`src/rtl/legv8_decode_stage.sv`:
```
// legv8_decode_stage: LEGv8 instruction decoder with a registered valid/ready output stage (optional LOAD_USE_STALL_EN hazard unit)
module legv8_decode_stage #(
    parameter int DATA_WIDTH = 64,
    parameter int STALL_CNT_WIDTH = 16
) (
    input  logic                       clock,
    input  logic                       reset,
    input  logic                       inValid,
    output logic                       inReady,
    input  logic [31:0]                instruction,
    output logic                       outValid,
    input  logic                       outReady,
    output logic                       unconditionalBranch,
    output logic                       branch,
    output logic                       memRead,
    output logic                       memToReg,
    output logic                       memWrite,
    output logic                       aluSRC,
    output logic                       regWriteFlag,
    output logic [3:0]                 aluControlCode,
    output logic [4:0]                 readRegister1,
    output logic [4:0]                 readRegister2,
    output logic [4:0]                 writeRegister,
    output logic [DATA_WIDTH-1:0]      immediate,
    output logic                       illegal,
    output logic [STALL_CNT_WIDTH-1:0] stallCount
);
    typedef enum logic {EMPTY, FULL} stateT;
    stateT state;
    logic isLdur, isStur, isAdd, isSub, isAnd, isOrr, isCbz, isB, isR, usesRm;
    logic accept, transfer, hazard;
    logic [3:0] dAlu;
    logic [4:0] dRr2;
    logic [DATA_WIDTH-1:0] dImm;

    assign isLdur = instruction[31:21] == 11'b11111000010;
    assign isStur = instruction[31:21] == 11'b11111000000;
    assign isAdd = instruction[31:21] == 11'b10001011000;
    assign isSub = instruction[31:21] == 11'b11001011000;
    assign isAnd = instruction[31:21] == 11'b10001010000;
    assign isOrr = instruction[31:21] == 11'b10101010000;
    assign isCbz = instruction[31:24] == 8'b10110100;
    assign isB = instruction[31:26] == 6'b000101;
    assign isR = isAdd || isSub || isAnd || isOrr;
    assign usesRm = isR || isStur || isCbz;
    assign dRr2 = (isStur || isCbz) ? instruction[4:0] : instruction[20:16];
    assign dAlu = isOrr ? 4'b0001 : (isAdd || isLdur || isStur) ? 4'b0010 : isSub ? 4'b0110 : isCbz ? 4'b0111 : 4'b0000;
    assign dImm = (isLdur || isStur) ? {{(DATA_WIDTH-9){instruction[20]}}, instruction[20:12]}
                : isCbz ? {{(DATA_WIDTH-19){instruction[23]}}, instruction[23:5]}
                : isB ? {{(DATA_WIDTH-26){instruction[25]}}, instruction[25:0]}
                : '0;

    assign outValid = state == FULL;
    assign inReady = (!outValid || outReady) && !hazard;
    assign accept = inValid && inReady;
    assign transfer = outValid && outReady;

`ifdef LOAD_USE_STALL_EN
    logic bubble, heldHit, bubbleHit;
    logic [4:0] bubbleDest;
    // incoming instruction sources a register still being loaded by the held or just-departed LDUR
    always_comb begin
        heldHit = writeRegister != 5'd31 && (writeRegister == instruction[9:5] || (usesRm && writeRegister == dRr2));
        bubbleHit = bubbleDest != 5'd31 && (bubbleDest == instruction[9:5] || (usesRm && bubbleDest == dRr2));
        hazard = (outValid && memRead && heldHit) || (bubble && bubbleHit);
    end
    // a stall already taken in the LDUR transfer cycle supplies the required gap, so no further bubble is needed then
    always_ff @(posedge clock) begin
        if (reset) begin
            bubble <= 1'b0;
            bubbleDest <= '0;
            stallCount <= '0;
        end else begin
            bubble <= transfer && memRead && !(inValid && hazard);
            if (transfer && memRead)
                bubbleDest <= writeRegister;
            if (inValid && hazard && !(&stallCount))
                stallCount <= stallCount + 1'b1;
        end
    end
`else
    assign hazard = 1'b0;
    assign stallCount = '0;
`endif

    // output stage: load the decoded bundle on accept, empty on transfer without a new accept
    always_ff @(posedge clock) begin
        if (reset) begin
            state <= EMPTY;
            unconditionalBranch <= 1'b0;
            branch <= 1'b0;
            memRead <= 1'b0;
            memToReg <= 1'b0;
            memWrite <= 1'b0;
            aluSRC <= 1'b0;
            regWriteFlag <= 1'b0;
            aluControlCode <= '0;
            readRegister1 <= '0;
            readRegister2 <= '0;
            writeRegister <= '0;
            immediate <= '0;
            illegal <= 1'b0;
        end else if (accept) begin
            state <= FULL;
            unconditionalBranch <= isB;
            branch <= isCbz;
            memRead <= isLdur;
            memToReg <= isLdur;
            memWrite <= isStur;
            aluSRC <= isLdur || isStur;
            regWriteFlag <= isLdur || isR;
            aluControlCode <= dAlu;
            readRegister1 <= instruction[9:5];
            readRegister2 <= dRr2;
            writeRegister <= instruction[4:0];
            immediate <= dImm;
            illegal <= !(isLdur || isStur || isR || isCbz || isB);
        end else if (transfer) begin
            state <= EMPTY;
        end
    end
endmodule

```
`config.mk`:
```
export PLATFORM = sky130hd
export DESIGN_NAME = legv8_decode_stage
export DESIGN_NICKNAME = d
export VERILOG_FILES = /design/src/rtl/legv8_decode_stage.sv
export SDC_FILE = /design/constraint.sdc
export NUM_CORES = 1
export LEC_CHECK = 0
export CAP_MARGIN = 40
export CORE_UTILIZATION = 32
export CTS_CLUSTER_DIAMETER = 40
export CTS_CLUSTER_SIZE = 12
export DETAILED_ROUTE_END_ITERATION = 7
export HOLD_SLACK_MARGIN = 0.05
export PLACE_DENSITY = 0.65
export SYNTH_ARGS = -nofsm -noshare
export SYNTH_HDL_FRONTEND = slang
export SYNTH_SLANG_ARGS = --single-unit
```
`constraint.sdc`:
```
create_clock -name clock -period 3.9 [get_ports clock]
set_input_delay 0.975 -clock clock [delete_from_list [all_inputs] [get_ports clock]]
set_output_delay 0.975 -clock clock [all_outputs]
set_load 0.01 [all_outputs]
```
==> results of run 1 <==
cells by family after synthesis:
| family | Yosys count |
|---|---|
| AND/OR/NAND/NOR | 108 |
| other | 1 |
| buffers and inverters | 85 |
| AO/OA/AOI/OAI | 95 |
| flip-flops | 52 |
| multiplexers | 1 |
per-stage QoR:
stage | worst slack, ns | cell area, µm² | utilization [%]
6_report | 0.664 | 3920 | 45.2
3_3_place_gp | 0.682 | 3810 | 44.0
3_5_place_dp | 0.662 | 3830 | 44.2
5_1_grt | 0.565 | 3920 | 45.2
2_1_floorplan | 1.65 | 2920 | -
4_1_cts | 0.664 | 3920 | 45.2
how the worst max path moves through the flow:
| stage | startpoint | end | slack [ns] | depth (start not counted) |
|---|---|---|---|---|
| 2_1_floorplan | outReady | inReady | 1.65 | 2 |
| 3_3_place_gp | outReady | inReady | 0.68 | 4 |
| 3_5_place_dp | outReady | inReady | 0.66 | 4 |
| 4_1_cts | outReady | inReady | 0.66 | 4 |
| 5_1_grt | outReady | inReady | 0.56 | 4 |
| 6_report | outReady | inReady | 0.66 | 4 |
synth_stat cells (2+ instances only):
cell       n  share of area, %
a211oi_1  18               4.7
a21oi_1   20               3.5
a22o_1     8               2.5
a22oi_1   17               4.5
a311oi_1   8               2.5
and3_1     2              0.44
buf_2      5              0.88
buf_4     61                16
buf_6      2              0.79
clkbuf_1  14               1.8
dfxtp_1   52                36
inv_1      3              0.39
nand2_1   38               5.0
nand3_1    7               1.2
nand3b_1  10               2.6
nor2_1    35               4.6
nor2b_1    3              0.66
nor3_1     2              0.35
o21ai_0    9               1.6
o41ai_1    7               2.1
or3_1      2              0.44
routing by layer:
layer	track usage (%)	vias to the layer above	part of all wire, %
met5	0	-	0
li1	-	1299	-
met2	26.8	93	47
met1	25.5	1218	45
met3	2.50	6	6.2
met4	4.29	0	1.3
layout make-up:
| cell class | instances | area (µm²) |
|---|---|---|
| timing repair buffer | 135 | 1340 |
| clock buffer | 6 | 72.6 |
| sequential | 52 | 1040 |
| clock inverter | 2 | 13.8 |
| tap | 108 | 135 |
| inverter | 3 | 11.3 |
| multi-input combinational | 221 | 1310 |
| fill | 887 | 4760 |
power by group:
part,internal [mW],leakage (nW),switching (mW)
combinational,0.144,0.900,0.135
clock,0.128,0.0456,0.184
sequential,0.556,0.426,0.0165
worst max-delay path: stages:
cell and delay [ns]:
clkdlybuf4s50_1 0.40, nor2b_1 0.27, inv_1 0.12, clkdlybuf4s50_1 0.49
flip-flops by register name, summed over array words and instances, names as in the netlist:
name and cells:
aluControlCode 3, aluSRC 1, branch 1, illegal 1
immediate 26, memToReg 1, memWrite 1, outValid 1
readRegister1 5, readRegister2 5, regWriteFlag 1, unconditionalBranch 1
writeRegister 5
layout by cell type, fill, tap and decap left out, types with 2 or more instances in the layout:
cell	instances
a211oi_1	18
a21oi_1	20
a22o_1	8
a22oi_1	17
a311oi_1	8
and3_1	2
buf_4	7
clkbuf_8	5
clkdlybuf4s50_1	126
conb_1	17
dfxtp_1	52
inv_1	3
nand2_1	38
nand3_1	7
nand3b_1	10
nor2_1	34
nor2b_1	3
nor3_1	2
o21ai_0	9
o41ai_1	7
or3_1	2
==> results.md, run 1 <==
- Run status: completed
- Sequential-to-total area share from yosys stat: 36.4%
- DR vias/cell: 4.96
- Clock Root Buffer: clkbuf_8
- Synth Instances: 342
- Area added between synthesis and finish: 37.3%
- Layout cell share with drive strength beyond 1: 6.21%
- Worst-Skew Late Latency: around 0.3 ns
- Fin. max-slew vios: 0
- Chip Height: a little under 100 µm
- Startpoint types: input pin
- Clock Pin Slew Worst Setup and Hold Paths: roughly 0.10 ns
- Antenna violation net count after detailed routing: 0
- Leakage: roughly 1.4 nW
- CTS tree: yes
- Detailed-route via count: 2616
- Post-CTS Resized: 0
- H-tree depth: 2
- WHS Endpoint: writeRegister[2]$_SDFFE_PP0P_
- Async SR Flop Fraction: 0%
- DR DRC count: 0
- RR Endpoint: aluControlCode[1]$_SDFFE_PP0P_
- Total power: about 1.2 mW
- Worst slew margin: roughly 46%
- Hold buffer count at cts: 0
- # diodes: 0
- Mean Syn Cell Area: between 8 and 9 µm²
- Post-synth EDFFs: 0
- Hold Crit Class: reg2reg
- Synth Area in Simple Gates: between 10% and 20%
- Number of buffers created by CTS: 5
- Worst vdd ir: roughly 130 µV
- Hold Path Origin: writeRegister[2]$_SDFFE_PP0P_
- Largest net degree at the start of global routing: 44
- Critical R2R Launch: outValid$_SDFFE_PP0P_
- CP Class: in2out
- Synth Register Bits: 52
- Worst Reg2Reg Path Length in Cells: 6
- Worst hold slack: between 0.4 and 0.5 ns
- Reg2Reg Setup Slack: approximately 2.1 ns
- Synthesized-area fraction occupied by adder cells: 0%
- Clock skew: between 0.006 and 0.007 ns
- Post-Synthesis Cell Area: about 0.0029 mm²
- Setup repair after global routing missed its margin: no
- Cell count after placement: around 520
- Critical path fanouts, max: 4
- HPWL after DPL: 6.03 mm
- Endpoints failing setup: 0
- PD cells: approximately 300 mW/mm²
- Main combinational cell family by area after synthesis: compound AO/OA/AOI/OAI gates
- Nets: 454
- Compound-Gate Fraction of Synth Area: 24.0%
- WL per Instance: roughly 16 µm
- Max Cap Viol: 0
- Setup TNS: 0 ns
- Antenna violations before repair: 0
- Core Box Area: 0.00868 mm²
- Vias in the first global route: 2305
- Yosys Warn Count: 0
- Post-CTS Setup Inserts: 0
- Final Routed Wirelength: a little over 8 mm
- CP arrival: ~2.3 ns
- GPL Wtd Cong: just under 0.8
- Post-synthesis xor/xnor area fraction: 0%
- CTS Sinks: 52
- Worst setup EP type: output pin
- Final cell count without fillers: 527
- Ys flop type: dfxtp_1
- Die Area: 0.00931 mm²
- Minimum clock period after layout: approximately 3.2 ns
- Peak Freq: about 0.31 GHz
- Grt total ovfl: 0
- First-pass GRT wire length: approximately 12 mm
- Initial Util: 32.9%
- Mux cell area share after synthesis: less than 1%
- I/O Pins: roughly 150
- Worst slew pin tran: just over 0.8 ns
- Synth cell types: 40
- Die X: between 90 and 100 µm
- Total GRT Usage: between 10% and 20%
- First-pass detailed-route iteration total: 4
- Final period utilization: 83.0%
- 1st-iter DRT viols: ~190
- Final Hold Fails: 0
- Max Buffers Root-to-Sink: 2
- Row cnt: 34
- Hold path depth: 2
- Port Buffers: approximately 130
- CP required: a little under 3 ns
No activity file was read; power rests on OpenSTA's default activity.
==> inputs of run 2 (changes only) <==
- PLACE_DENSITY: 0.65 -> 0.67
- clock period: 3.9 -> 2.67 ns (I/O delays scaled with it)
==> results.md, run 2 (synthesis results as in run 1) <==
- Failing checks: design-rule violations
- Hold Crit Class: reg2reg
- Row cnt: 34 (unchanged)
- Setup repair after global routing missed its margin: no
- Antenna violations before repair: 0 (unchanged)
- Antenna violation net count after detailed routing: 0 (unchanged)
- Number of buffers created by CTS: 5 (unchanged)
- WL per Instance: 15.6 µm (-0.12%)
- Max Buffers Root-to-Sink: 2 (unchanged)
- Post-CTS Setup Inserts: 0 (unchanged)
- # diodes: 0 (unchanged)
- Leading cell types in the layout, fill and taps excluded: clkdlybuf4s50_1 (126), dfxtp_1 (52), nand2_1 (38)
- First-pass GRT wire length: 12.3 mm (-1.2%)
- Worst slew margin: 58.4% (+13 points)
- Worst slew pin tran: 0.624 ns (-0.189 ns)
- Die Area: 0.00931 mm² (unchanged)
- Final cell count without fillers: 535 (+1.5%)
- Biggest register: immediate
- Peak Freq: approximately 0.39 GHz
- CP required: 2.00 ns (-0.92 ns)
- Layout cell share with drive strength beyond 1: 8.20% (+2.0 points)
- Endpoints failing setup: 0 (unchanged)
- Leakage: 1.44 nW (+4.7%)
- Core Box Area: 0.00868 mm² (unchanged)
- Worst setup EP type: output pin
- PD cells: 446 mW/mm² (+50%)
- Run status: finished with violations
- Fin. max-slew vios: 0 (unchanged)
- Most common cell after layout, fill and taps aside: clkdlybuf4s50_1
- Total GRT Usage: 17.4% (-0.077 points)
- Clock skew: 0.00712 ns (+0.000838 ns)
- Critical path fanouts, max: 4 (unchanged)
- CP arrival: 1.87 ns (-0.39 ns)
- Startpoint types: input pin
- Worst vdd ir: 207 µV (+62%)
- CTS Sinks: 52 (unchanged)
- HPWL after DPL: 6.21 mm (+3.0%)
- 1st-iter DRT viols: 144 (-22%)
- Final Routed Wirelength: 8.36 mm (+1.4%)
- Grt total ovfl: 0 (unchanged)
- CTS tree: yes
- Minimum clock period after layout: about 2.5 ns
- Largest net degree at the start of global routing: 40 (-9.1%)
- Clock Root Buffer: clkbuf_8
- First-pass detailed-route iteration total: 6 (+2)
- Total power: 1.81 mW (+56%)
- Setup slack after layout: 0.129 ns (-0.534 ns)
- Dpl ws: 0.0149 ns (-0.648 ns)
- Cell count after placement: 527 (+1.5%)
- DR DRC count: 1 (+1)
- Port Buffers: 127 (unchanged)
- Final Hold Fails: 0 (unchanged)
- Chip Height: 96.5 µm (unchanged)
- Vias in the first global route: 2281 (-1.0%)
- Clock Pin Slew Worst Setup and Hold Paths: 0.10 ns (about the same)
- H-tree depth: 2 (unchanged)
- Initial Util: 32.9% (unchanged)
- Layout Utilization: 46.8% (+1.6 points)
- Area added between synthesis and finish: 42.1%
- Die X: 96.5 µm (unchanged)
- Max Cap Viol: 0 (unchanged)
- Nets: 462 (+1.8%)
- Max reg flops: 26 (unchanged)
- Worst-Skew Late Latency: 0.31 ns (about the same)
- Detailed-route via count: 2650 (+1.3%)
- DR vias/cell: 4.95 (-0.22%)
- I/O Pins: 145 (unchanged)
- CP Class: in2out
- Setup TNS: 0 ns (unchanged)
- Final period utilization: between 90% and 100%
- GPL Wtd Cong: 0.856 (+7.9%)
## run 2: power by group
part	switching, mW	internal [mW]
logic	0.204	0.218
clock network	0.273	0.284
registers	0.0201	0.812
## run 2: cell type report
type / count / area (µm²)
sequential: 52 / 1040
clock inverter: 2 / 38.8
timing repair buffer: 143 / 1450
tap: 108 / 135
multi-input combinational: 221 / 1310
fill: 873 / 4620
clock buffer: 6 / 72.6
inverter: 3 / 11.3
## run 2: final timing paths
path / from / to / slack, ns / depth (start not counted)
min reg2reg: readRegister1[1]$_SDFFE_PP0P_ / readRegister1[1]$_SDFFE_PP0P_ / 0.46 / 2
min: readRegister1[1]$_SDFFE_PP0P_ / readRegister1[1]$_SDFFE_PP0P_ / 0.46 / 2
max reg2reg: outValid$_SDFFE_PP0P_ / immediate[20]$_SDFFE_PP0P_ / 1.09 / 5
max: outReady / inReady / 0.13 / 4
## run 2: timing repair
| action | CTS | global route |
|---|---|---|
| endpoints found under the setup margin | 0 | 1 |
| hold buffers | 0 | 0 |
| gates resized for setup | 0 | 1 |
## run 2: critical path, cell delays in order
cell and delay (ns):
clkdlybuf4s50_1 0.41, nor2b_2 0.21, inv_1 0.10, clkdlybuf4s50_1 0.48
## run 2: through the flow
stage	area (µm²)	hold slack, ns
after floorplan	2920	0.476
after global placement	3950	0.444
after detailed placement	3950	0.450
after CTS	4060	0.465
after global routing	4060	0.487
final	4060	0.461
## run 2: layer usage
metal	track usage (%)	routed length [µm]
met1	24.3	3880
met3	3.05	498
met4	4.17	94
met2	27.6	3880
met5	0	0
==> inputs of run 3 (changes only) <==
- CTS_BUF_LIST: unset -> sky130_fd_sc_hd__clkbuf_8
- clock period: 2.67 -> 2.2 ns (I/O delays scaled with it)
==> results.md, run 3 (synthesis results as in run 1) <==
- Cell Area, Placed: 0.00408 mm² (+3.5%)
- CP arrival: 2.19 ns (+0.32 ns)
- Fillers: 866 (-0.80%)
- Most used routing layer: met2
- First-pass detailed-route iteration total: 8 (+2)
- Post-CTS Setup Inserts: 0 (unchanged)
- Leading cell types in the layout, fill and taps excluded: clkdlybuf4s50_1 (125), dfxtp_1 (52), nand2_1 (38)
- Hold Crit Class: reg2reg
- I/O Pins: 145 (unchanged)
- Die Area: 0.00931 mm² (unchanged)
- Worst vdd ir: 261 µV (+26%)
- DR DRC count: 1 (unchanged)
- Antenna violations before repair: 0 (unchanged)
- Hold path depth: 2 (unchanged)
- Run status: finished with violations
- 1st-iter DRT viols: 122 (-15%)
- Vias in the first global route: 2434 (+6.7%)
- DR vias/cell: 4.93 (-0.41%)
- Detailed-route via count: 2713 (+2.4%)
- Max Cap Viol: 0 (unchanged)
- GPL Wtd Cong: 0.844 (-1.4%)
- Met2 GRT Util: 29.0% (+1.3 points)
- GR Layer Usage met1: 25.5% (+1.2 points)
- Chip Height: 96.5 µm (unchanged)
- Core Box Area: 0.00868 mm² (unchanged)
- WL per Instance: 15.8 µm (+1.0%)
- H-tree depth: 2 (unchanged)
- Grt total ovfl: 0 (unchanged)
- Clock Root Buffer: clkbuf_8
- Clock Pin Slew Worst Setup and Hold Paths: 0.10 ns (about the same)
- Minimum clock period after layout: 2.04 ns
- Number of buffers created by CTS: 5 (unchanged)
- FF/Latch Area: 0.00104 mm² (unchanged)
- Most common cell after layout, fill and taps aside: clkdlybuf4s50_1
- Worst setup EP type: register
- Total GRT Usage: 18.0% (+0.62 points)
- Worst slew pin tran: 0.778 ns (+0.154 ns)
- CP Class: in2reg
- Clock skew: 0.00716 ns (+0.0000417 ns)
- CP required: 2.35 ns (+0.35 ns)
- Dpl ws: -0.161 ns (-0.176 ns)
- Setup slack after layout: 0.158 ns (+0.0286 ns)
- Hold buffer count at cts: 0 (unchanged)
- Area of the multi-input gates: 0.00132 mm² (+0.29%)
- # diodes: 0 (unchanged)
- Failing checks: design-rule violations
- Total power: 2.25 mW (+24%)
- Layout cell share with drive strength beyond 1: 11.5% (+3.3 points)
- Die X: 96.5 µm (unchanged)
- Worst Reg2Reg Path Length in Cells: 7 (+2)
- Final Routed Wirelength: 8.68 mm (+3.8%)
- Final cell count without fillers: 550 (+2.8%)
- Max reg flops: 26 (unchanged)
- Setup repair after global routing missed its margin: no
- Fin. max-slew vios: 0 (unchanged)
- Largest net degree at the start of global routing: 44 (+10%)
- Initial Util: 32.9% (unchanged)
- Final Hold Fails: 0 (unchanged)
- Cell count after placement: 542 (+2.8%)
- Area added between synthesis and finish: 47.4%
- First-pass GRT wire length: 12.9 mm (+5.0%)
- Nets: 477 (+3.2%)
- Row cnt: 34 (unchanged)
- Max Buffers Root-to-Sink: 2 (unchanged)
- Antenna violation net count after detailed routing: 0 (unchanged)
- Worst hold slack: 0.459 ns (-0.00146 ns)
- Cell area after layout: 0.00421 mm² (+3.7%)
- PD cells: 534 mW/mm² (+20%)
- Startpoint types: input pin
- Leakage: 1.52 nW (+6.1%)
- GRT met3 Usage: 2.74% (-0.31 points)
- Critical path fanouts, max: 8 (+4)
- Worst-Skew Late Latency: 0.30 ns (about the same)
- HPWL after DPL: 6.54 mm (+5.4%)
- Final period utilization: 92.8%
- Endpoints failing setup: 0 (unchanged)
- Peak Freq: slightly below 0.5 GHz
- Port Buffers: 127 (unchanged)
- CTS tree: yes
- Worst slew margin: 48.1% (-10 points)
- CTS Sinks: 52 (unchanged)
- Biggest register: immediate
-- run 3: cell count changes in the layout (fill, tap and decap cells not counted) --
cell             before  now
nor2b_1               2    3
a311oi_1              8    7
clkinv_4              0    1
clkbuf_8              5    6
clkbuf_1              1    0
buf_4                11   24
a311oi_2              0    1
nor2b_2               1    0
clkdlybuf4s50_1     126  125
dlygate4sd2_1         0    1
inv_6                 1    0
buf_12                5    7
-- run 3: path summary, 6_finish.rpt --
| check | from | end | slack (ns) |
|---|---|---|---|
| worst min register to register | readRegister1[1]$_SDFFE_PP0P_ | readRegister1[1]$_SDFFE_PP0P_ | 0.46 |
| worst max-delay path | instruction[27] | immediate[18]$_SDFFE_PP0P_ | 0.16 |
| worst min-delay path | readRegister1[1]$_SDFFE_PP0P_ | readRegister1[1]$_SDFFE_PP0P_ | 0.46 |
| worst max register to register | outValid$_SDFFE_PP0P_ | readRegister1[2]$_SDFFE_PP0P_ | 0.64 |
-- run 3: where the power goes --
| group | internal, mW | switching [mW] | leakage [nW] | total [mW] |
|---|---|---|---|---|
| registers | 0.985 | 0.0258 | 0.426 | 1.01 |
| logic | 0.284 | 0.253 | 1.04 | 0.537 |
| clock network | 0.372 | 0.328 | 0.0614 | 0.700 |
| total | 1.64 | 0.607 | 1.52 | 2.25 |
-- run 3: cell type report --
| type | count | area share, % |
|---|---|---|
| flip-flops and latches | 52 | 24.7 |
| inverters | 3 | 0.268 |
| clock buffers | 6 | 1.96 |
| multi-input cells | 221 | 31.2 |
| repair buffers | 158 | 37.7 |
| clock inverters | 2 | 0.922 |
| well taps | 108 | 3.21 |
-- run 3: critical path, cell delays in order --
cell and delay (ns):
clkdlybuf4s50_1 0.47, nor4b_4 0.16, buf_4 0.17, a32o_1 0.26, a21oi_1 0.45, a211oi_1 0.14
-- run 3: repair_timing --
| action | 4_1_cts | 5_1_grt |
|---|---|---|
| gates cloned | 0 | 0 |
| setup endpoints to repair | 1 | 1 |
| gates resized for setup | 1 | 1 |
-- run 3: per-layer routing --
layer  wire length [µm]  up-vias
met3                476        6
met2               4050      105
met1               4090     1263
met5                  0        -
met4                 63        0
li1                   -     1339
-- run 3: metrics by stage --
stage,TNS (ns),utilization [%]
2_1_floorplan,0,-
3_3_place_gp,-2.51,47.0
3_5_place_dp,-3.79,47.0
4_1_cts,0,48.4
5_1_grt,0,48.5
6_report,0,48.5
